`src/rtl/complex_adder_issuer.sv`:
```
// Operand FIFO and handshake sequencer that feeds a double-precision complex adder.
// Each buffered pair goes out on four stb/ack channels, the two sum halves come back on
// two stb/ack channels, and the captured sum is offered on a valid/ready port.
// Only one pair is in flight at a time.
module complex_adder_issuer #(
    parameter int unsigned DEPTH = 4,
    parameter int unsigned W     = 64
) (
    input  logic                       clk,
    input  logic                       rst,
    input  logic                       in_valid,
    output logic                       in_ready,
    input  logic [W-1:0]               in_a_real,
    input  logic [W-1:0]               in_a_imag,
    input  logic [W-1:0]               in_b_real,
    input  logic [W-1:0]               in_b_imag,
    output logic [W-1:0]               input_a_real,
    output logic [W-1:0]               input_a_imag,
    output logic [W-1:0]               input_b_real,
    output logic [W-1:0]               input_b_imag,
    output logic                       input_a_real_stb,
    output logic                       input_a_imag_stb,
    output logic                       input_b_real_stb,
    output logic                       input_b_imag_stb,
    input  logic                       input_a_real_ack,
    input  logic                       input_a_imag_ack,
    input  logic                       input_b_real_ack,
    input  logic                       input_b_imag_ack,
    input  logic [W-1:0]               output_z_real,
    input  logic [W-1:0]               output_z_imag,
    input  logic                       output_z_real_stb,
    input  logic                       output_z_imag_stb,
    output logic                       output_z_real_ack,
    output logic                       output_z_imag_ack,
    output logic                       res_valid,
    input  logic                       res_ready,
    output logic [W-1:0]               res_real,
    output logic [W-1:0]               res_imag,
    output logic [$clog2(DEPTH+1)-1:0] count,
    output logic                       busy
);

    localparam int unsigned AW = (DEPTH > 1) ? $clog2(DEPTH) : 1;
    localparam int unsigned CW = $clog2(DEPTH + 1);

    typedef enum logic [1:0] {StIdle, StIssue, StWaitZ, StHold} state_e;

    state_e          state_q, state_d;
    logic [AW-1:0]   wr_ptr_q, rd_ptr_q;
    logic [CW-1:0]   count_q, count_d;
    logic [4*W-1:0]  mem [DEPTH];
    // Operand word layout: {b_imag, b_real, a_imag, a_real}; bit i of stb/sent/ack is channel i
    logic [4*W-1:0]  op_q, op_d;
    logic [3:0]      stb_q, stb_d;
    logic [3:0]      sent_q, sent_d;
    logic [1:0]      got_q, got_d;
    logic [1:0]      zack_q, zack_d;
    logic            res_valid_q, res_valid_d;
    logic [W-1:0]    res_real_q, res_real_d;
    logic [W-1:0]    res_imag_q, res_imag_d;
    logic [3:0]      ack;
    logic [4*W-1:0]  head;
    logic            push, pop;

    assign ack      = {input_b_imag_ack, input_b_real_ack, input_a_imag_ack, input_a_real_ack};
    assign head     = mem[rd_ptr_q];
    // Full is judged on the registered count alone, so a same-cycle pop never frees a slot
    assign in_ready = (count_q < CW'(DEPTH));
    assign push     = in_valid && in_ready;
    assign count_d  = count_q + CW'(push) - CW'(pop);

    // FIFO storage; no reset needed since occupancy is tracked by the pointers
    always_ff @(posedge clk) begin
        if (push) begin
            mem[wr_ptr_q] <= {in_b_imag, in_b_real, in_a_imag, in_a_real};
        end
    end

    // Next-state and datapath decisions for the issue/collect sequence
    always_comb begin
        state_d     = state_q;
        op_d        = op_q;
        stb_d       = stb_q;
        sent_d      = sent_q;
        got_d       = got_q;
        zack_d      = 2'b00;
        res_valid_d = res_valid_q;
        res_real_d  = res_real_q;
        res_imag_d  = res_imag_q;
        pop         = 1'b0;
        unique case (state_q)
            StIdle: begin
                if (count_q != '0) begin
                    op_d    = head;
                    stb_d   = 4'hF;
                    state_d = StIssue;
                end
            end
            StIssue: begin
                for (int i = 0; i < 4; i++) begin
                    if (stb_q[i] && ack[i]) begin
                        stb_d[i]  = 1'b0;
                        sent_d[i] = 1'b1;
                    end
                end
                // The head stays in the FIFO until every channel has been accepted
                if (&sent_q) begin
                    pop     = 1'b1;
                    sent_d  = 4'h0;
                    state_d = StWaitZ;
                end
            end
            StWaitZ: begin
                if (output_z_real_stb && !got_q[0]) begin
                    res_real_d = output_z_real;
                    got_d[0]   = 1'b1;
                    zack_d[0]  = 1'b1;
                end
                if (output_z_imag_stb && !got_q[1]) begin
                    res_imag_d = output_z_imag;
                    got_d[1]   = 1'b1;
                    zack_d[1]  = 1'b1;
                end
                if (&got_q) begin
                    res_valid_d = 1'b1;
                    state_d     = StHold;
                end
            end
            StHold: begin
                if (res_valid_q && res_ready) begin
                    res_valid_d = 1'b0;
                    got_d       = 2'b00;
                    if (count_q != '0) begin
                        op_d    = head;
                        stb_d   = 4'hF;
                        state_d = StIssue;
                    end else begin
                        state_d = StIdle;
                    end
                end
            end
            default: state_d = StIdle;
        endcase
    end

    // State, pointer and output registers
    always_ff @(posedge clk or posedge rst) begin
        if (rst) begin
            state_q     <= StIdle;
            wr_ptr_q    <= '0;
            rd_ptr_q    <= '0;
            count_q     <= '0;
            op_q        <= '0;
            stb_q       <= 4'h0;
            sent_q      <= 4'h0;
            got_q       <= 2'b00;
            zack_q      <= 2'b00;
            res_valid_q <= 1'b0;
            res_real_q  <= '0;
            res_imag_q  <= '0;
        end else begin
            state_q     <= state_d;
            wr_ptr_q    <= push ? wr_ptr_q + AW'(1) : wr_ptr_q;
            rd_ptr_q    <= pop ? rd_ptr_q + AW'(1) : rd_ptr_q;
            count_q     <= count_d;
            op_q        <= op_d;
            stb_q       <= stb_d;
            sent_q      <= sent_d;
            got_q       <= got_d;
            zack_q      <= zack_d;
            res_valid_q <= res_valid_d;
            res_real_q  <= res_real_d;
            res_imag_q  <= res_imag_d;
        end
    end

    assign input_a_real      = op_q[W-1:0];
    assign input_a_imag      = op_q[2*W-1:W];
    assign input_b_real      = op_q[3*W-1:2*W];
    assign input_b_imag      = op_q[4*W-1:3*W];
    assign input_a_real_stb  = stb_q[0];
    assign input_a_imag_stb  = stb_q[1];
    assign input_b_real_stb  = stb_q[2];
    assign input_b_imag_stb  = stb_q[3];
    assign output_z_real_ack = zack_q[0];
    assign output_z_imag_ack = zack_q[1];
    assign res_valid         = res_valid_q;
    assign res_real          = res_real_q;
    assign res_imag          = res_imag_q;
    assign count             = count_q;
    assign busy              = (state_q != StIdle);

endmodule
```
`config.mk`:
```
export PLATFORM = sky130hd
export DESIGN_NAME = complex_adder_issuer
export DESIGN_NICKNAME = d
export VERILOG_FILES = /design/src/rtl/complex_adder_issuer.sv
export SDC_FILE = /design/constraint.sdc
export NUM_CORES = 2
export LEC_CHECK = 0
export ABC_AREA = 1
export ABC_CLOCK_PERIOD_IN_PS = 14600
export CAP_MARGIN = 20
export CORE_MARGIN = 1.5
export CORE_UTILIZATION = 38
export CTS_CLUSTER_DIAMETER = 200
export DETAILED_ROUTE_END_ITERATION = 7
export HOLD_SLACK_MARGIN = 0.02
export SYNTH_ARGS = -nofsm -noshare
export SYNTH_HDL_FRONTEND = slang
export SYNTH_SLANG_ARGS = --single-unit
export TNS_END_PERCENT = 20
```
`constraint.sdc`:
```
create_clock -name clk -period 14.6 [get_ports clk]
set_input_delay 2.19 -clock clk [delete_from_list [all_inputs] [get_ports clk]]
set_output_delay 2.19 -clock clk [all_outputs]
set_load 0.1 [all_outputs]
```
* Word level (Yosys, flattened, before mapping)
Memories as Yosys holds them, arrays and structs flattened.
Cells that the tools add are included.
W data, S select, Z words.
** Operators by class
- $add $sub $neg :: 4
- Order comparisons :: 1
- Equality and inequality tests :: 13
- Muxes and demuxes :: 35
- Reductions and logical operators :: 37
** Operator list (count)
- $mux W256 :: 2
- $pmux W256 S2 :: 1
- $reduce_and A3 Y1 :: 7
- $ne A2 B2 Y1 const B :: 10
- $mux W1 :: 19
- $reduce_and A2 Y1 :: 8
- $reduce_bool A2 Y1 :: 7
- $mux W2 :: 6
- $mux W4 :: 3
- $pmux W4 S3 :: 1
- $logic_and A1 B1 Y1 :: 8
- $pmux W2 S4 :: 1
- $reduce_and A4 Y1 :: 2
- $reduce_bool A3 Y1 :: 2
- $add A2 B1 Y2 const B :: 2
- $eq A2 B2 Y1 const B :: 2
- $pmux W2 S2 :: 1
- $add A3 B1 Y3 :: 1
- $lt A3 B3 Y1 const B :: 1
- $sub A3 B1 Y3 :: 1
- $eq A2 B1 Y1 const B :: 1
- $logic_not A1 Y1 :: 2
- $logic_not A2 Y1 :: 1
- $pmux W1 S2 :: 1
** Word-level totals
- Flip-flop bits (word level) :: 406
- Memory bits (writable) :: 1024
- Input port bits :: 394
- Output and inout bits :: 396
- Word-level logic and storage cells :: 110
- Memories :: 1
** Memory list
- mem :: depth 4, width 256, read ports 1, clocked after Yosys merged registers in 0, write ports 1, line 51 : logic [4*W-1:0] mem [DEPTH];

* Logic depth before layout (Yosys ltp)
- Word-level depth :: 4
- Mapped depth :: 10
- Mapped depth without buffers :: 10

* Worst setup path after synthesis
No wires, ideal clock.
- Path type :: input port to flip-flop
- Start point :: input port in_valid
- End point :: memory mem[0][0] (netlist name) (enable)
- Library setup time :: 0.879 ns
- Arrival time :: 13.027 ns
- Required time :: 13.721 ns
- Setup slack :: 0.695 ns
- Cell stages on the path :: 2
- Buffers on the path :: 0
- Cells stage by stage :: nand2_1 -> nor2_1
** Between the ends
- Word-level cells in the longest chain between the ends :: 3
** Ends and longest elaborated chain
- start, declared :: line 11 : input logic in_valid,
- $logic_and A1 B1 Y1 :: line 69 : assign push = in_valid && in_ready;
- $mux W1 :: line 74 : if (push) begin
- $mux W1 (not written as such) :: line 75 : mem[wr_ptr_q] <= {in_b_imag, in_b_real, in_a_imag, in_a_real};
- end, declared :: line 51
Every way passes these cells.

* Worst setup path after layout
- Start point :: input port in_valid
- End point :: memory mem[3][147] (netlist name) (enable)
Same word-level chain as after synthesis.

==> key figures <==
Detailed routing
  – Final ANT Viol Nets: 0
  – Initial detailed-routing violation count: 2112
  – Vias per cell: 4.845
  – Routed WL per cell: 19.95 um
  – Initial DRT Pass Iterations: 5
  – Total number of vias: 35240
  – Final wirelength: 145.1 mm
  – DR DRC count: 0

Worst setup path
  – CP max-delay cell: buf_4
  – WS Path Type: input port to register
  – Slowest stage delay, CP: 840 ps
  – Startpoint Class: input port
  – Reg2reg start: rd_ptr_q[0]$_DFFE_PP0P_
  – R2R Path End: op_q[185]$_DFFE_PP0P_
  – Most frequent CP cell: buf_4
  – Flop2flop setup slack: 10720 ps
  – Critical path cell sequence: clkdlybuf4s50_1 > nand2_1 > nor2_4 > buf_4 > buf_4 > buf_4
  – CP endpoint kind: register
  – Worst EP arrival: 5600 ps
  – Worst Reg2Reg Path Length in Cells: 7
  – CP required: 14980 ps
  – Worst-path fanout max: 55

STA
  – Max Slew Vio Count: 0
  – Final setup TNS: 0 ps
  – Worst-Margin Slew: 1189 ps
  – Fmax: 191.6 MHz
  – Clock period minus worst slack: 5220 ps
  – Final Hold Viols: 0
  – RSZ-0062 raised after global routing: false
  – Final setup fails: 0
  – Rel. slew slack: 20.50%
  – Clk_skew: 46.76 ps
  – Final critical-path share of the clock period: 35.75%

Floorplan
  – Initial Utilization: 38.44%
  – Width of the die: 382.1 um
  – Die height: 382.1 um
  – I/O Pins: 790
  – Core area: 142100 um^2
  – Die area: 146000 um^2
  – FP Rows: 138

Global routing
  – Vias in the first global route: 34650
  – First-pass GRT wire length: 217.9 mm
  – Total global routing overflow: 0
  – Gr usage total: 19.61%
  – Initial antenna violation count: 48
  – Largest net degree at the start of global routing: 189

Clock tree
  – Max Root-Sink Buffers: 3
  – H-tree Lvls: 4
  – CTS Hold Bufs: 0
  – Clk_lat worst skew: 770 ps
  – Post-CTS Setup Bufs: 0
  – Post-CTS sizing: 0
  – Worst-path clk slew: 60 ps
  – CTS Root Buffer Type: clkbuf_16
  – Cts bufs inserted: 153
  – CTS Sinks: 1430
  – CTS tree: built

Synth
  – Area contributors post-synth: edfxtp_1 (56%), dfrtp_1 (19%), nand2_1 (8.2%)
  – Post-synthesis sequential area ratio: 74.90%
  – Top cell type's share of synthesized area: 56.30%
  – Synth Warn #: 0
  – Yosys reg bits: 1430
  – Mean Syn Cell Area: 12.15 um^2
  – Syn Inst Count: 4494
  – Mapped Area: 54620 um^2
  – Area leader, netlist: edfxtp_1
  – Unique masters post-synth: 33
  – Syn_nets: 4901

Flow run
  – Max-cap check violation count: 0

Final layout
  – Share of layout cells above drive strength 1: 8.671%
  – NumNets Final: 5643
  – P&R area growth vs syn: 26.11%
  – Fill cells: 12540

Hold path
  – Hold worst-path end: op_q[8]$_DFFE_PP0P_
  – Worst min path class: register to register
  – WHS Path Cells: 2
  – Min-Delay Startpoint: op_q[8]$_DFFE_PP0P_

Place
  – IO buf count: 789
  – Hpwl dp: 88.24 mm
  – Gpl congestion: 0.8285

Status
  – Run status: complete, no violations
[layer usage]
| metal | vias up | track usage (%) | part of all wire (%) |
|---|---|---|---|
| li1 | 16780 | - | - |
| met1 | 17270 | 24.20 | 41 |
| met2 | 852 | 32.35 | 49 |
| met3 | 275 | 6.335 | 7.4 |
| met4 | 60 | 6.724 | 3.0 |
| met5 | - | 0 | 0.29 |
[per-stage QoR]
step / std cells / hold WS [ps] / setup WS [ps] / area [um^2] / utilization (%)
after global placement: 6968 / 462.4 / 8475 / 63780 / 44.88
after CTS: 7252 / 480.2 / 9282 / 68810 / 48.42
final: 7273 / 475.2 / 9380 / 68880 / 48.47
after global routing: 7264 / 488.5 / 9185 / 68860 / 48.46
after detailed placement: 6970 / 463.7 / 8463 / 63820 / 44.91
after floorplan: 4494 / 449.8 / 694.6 / 54620 / -
[state kept, by name, summed over array words and instances (netlist names)]
signal and flops:
count 3, got_q 2, mem 1024, op_q 256
rd_ptr_q 2, res_imag 64, res_real 64, res_valid 1
sent_q 4, state_q 2, stb_q 4, wr_ptr_q 2
zack_q 2
[cell type report]
class | count | area (um^2) | share of cell area [%]
clock buffers | 220 | 4297 | 6.238
well taps | 1890 | 2365 | 3.433
diodes | 20 | 50.05 | 0.07266
multi-input cells | 2776 | 12060 | 17.51
inverters | 33 | 146.4 | 0.2125
clock inverters | 62 | 691.9 | 1.005
repair buffers | 842 | 8356 | 12.13
flip-flops and latches | 1430 | 40920 | 59.40
[kinds of logic after synthesis]
kind of cell | count (synthesis) | synth area share, %
flip-flops | 1430 | 74.90
AO/OA/AOI/OAI | 779 | 7.147
buffers and inverters | 288 | 3.099
adder cells (fa/ha/maj) | 13 | 0.3115
AND/OR/NAND/NOR | 1979 | 14.47
XOR/XNOR | 5 | 0.08017
[Yosys cell counts]
| library cell | n |
|---|---|
| o21ai_1 | 518 |
| inv_2 | 5 |
| o22ai_1 | 2 |
| xnor2_1 | 1 |
| dfrtp_1 | 406 |
| fa_1 | 1 |
| a21oi_1 | 2 |
| nand3b_1 | 1 |
| o21ai_0 | 256 |
| xor2_1 | 4 |
| buf_12 | 21 |
| nor2_2 | 171 |
| clkbuf_1 | 98 |
| buf_6 | 13 |
| buf_8 | 2 |
| ha_1 | 12 |
| nor2_4 | 1 |
| nand3_1 | 8 |
| nor2_1 | 605 |
| nand3_2 | 1 |
| inv_1 | 27 |
| clkbuf_2 | 5 |
| nand4_1 | 1 |
| nor3b_1 | 1 |
| o211ai_1 | 1 |
| buf_4 | 4 |
| buf_2 | 101 |
| nor3_2 | 1 |
| inv_4 | 1 |
| edfxtp_1 | 1024 |
| nand2_1 | 1187 |
| buf_1 | 11 |
| nand2_2 | 2 |
[worst max path at each step]
stage | start | end | depth (start not counted)
2_1_floorplan | in_valid | mem[0][0]$_DFFE_PP_ | 2
3_3_place_gp | in_valid | mem[3][23]$_DFFE_PP_ | 6
3_5_place_dp | in_valid | mem[3][149]$_DFFE_PP_ | 6
4_1_cts | in_valid | mem[3][147]$_DFFE_PP_ | 6
5_1_grt | in_valid | mem[3][147]$_DFFE_PP_ | 6
6_report | in_valid | mem[3][147]$_DFFE_PP_ | 6
[critical path: cells and delay by family]
family | cells | cell delay (ps)
buffers and inverters | 4 | 2830
and+or+nand+nor | 2 | 470
[layout by cell type, fill, tap and decap left out, types with 10 or more instances in the layout]
master	netlist	layout
edfxtp_1	1024	1024
dfrtp_1	406	404
clkbuf_8	0	11
clkdlybuf4s50_1	0	783
buf_4	4	53
clkinv_1	0	18
clkinv_2	0	19
nand2_1	1187	1187
o21ai_1	518	518
clkbuf_16	0	158
ha_1	12	12
bufinv_16	0	10
o21ai_0	256	256
nor2_2	171	171
nor2_1	605	601
diode_2	0	20
clkbuf_1	98	51
inv_1	27	24
Power is not shown: default switching activity piles up to over one toggle a cycle in this logic, so the estimate is an artifact.
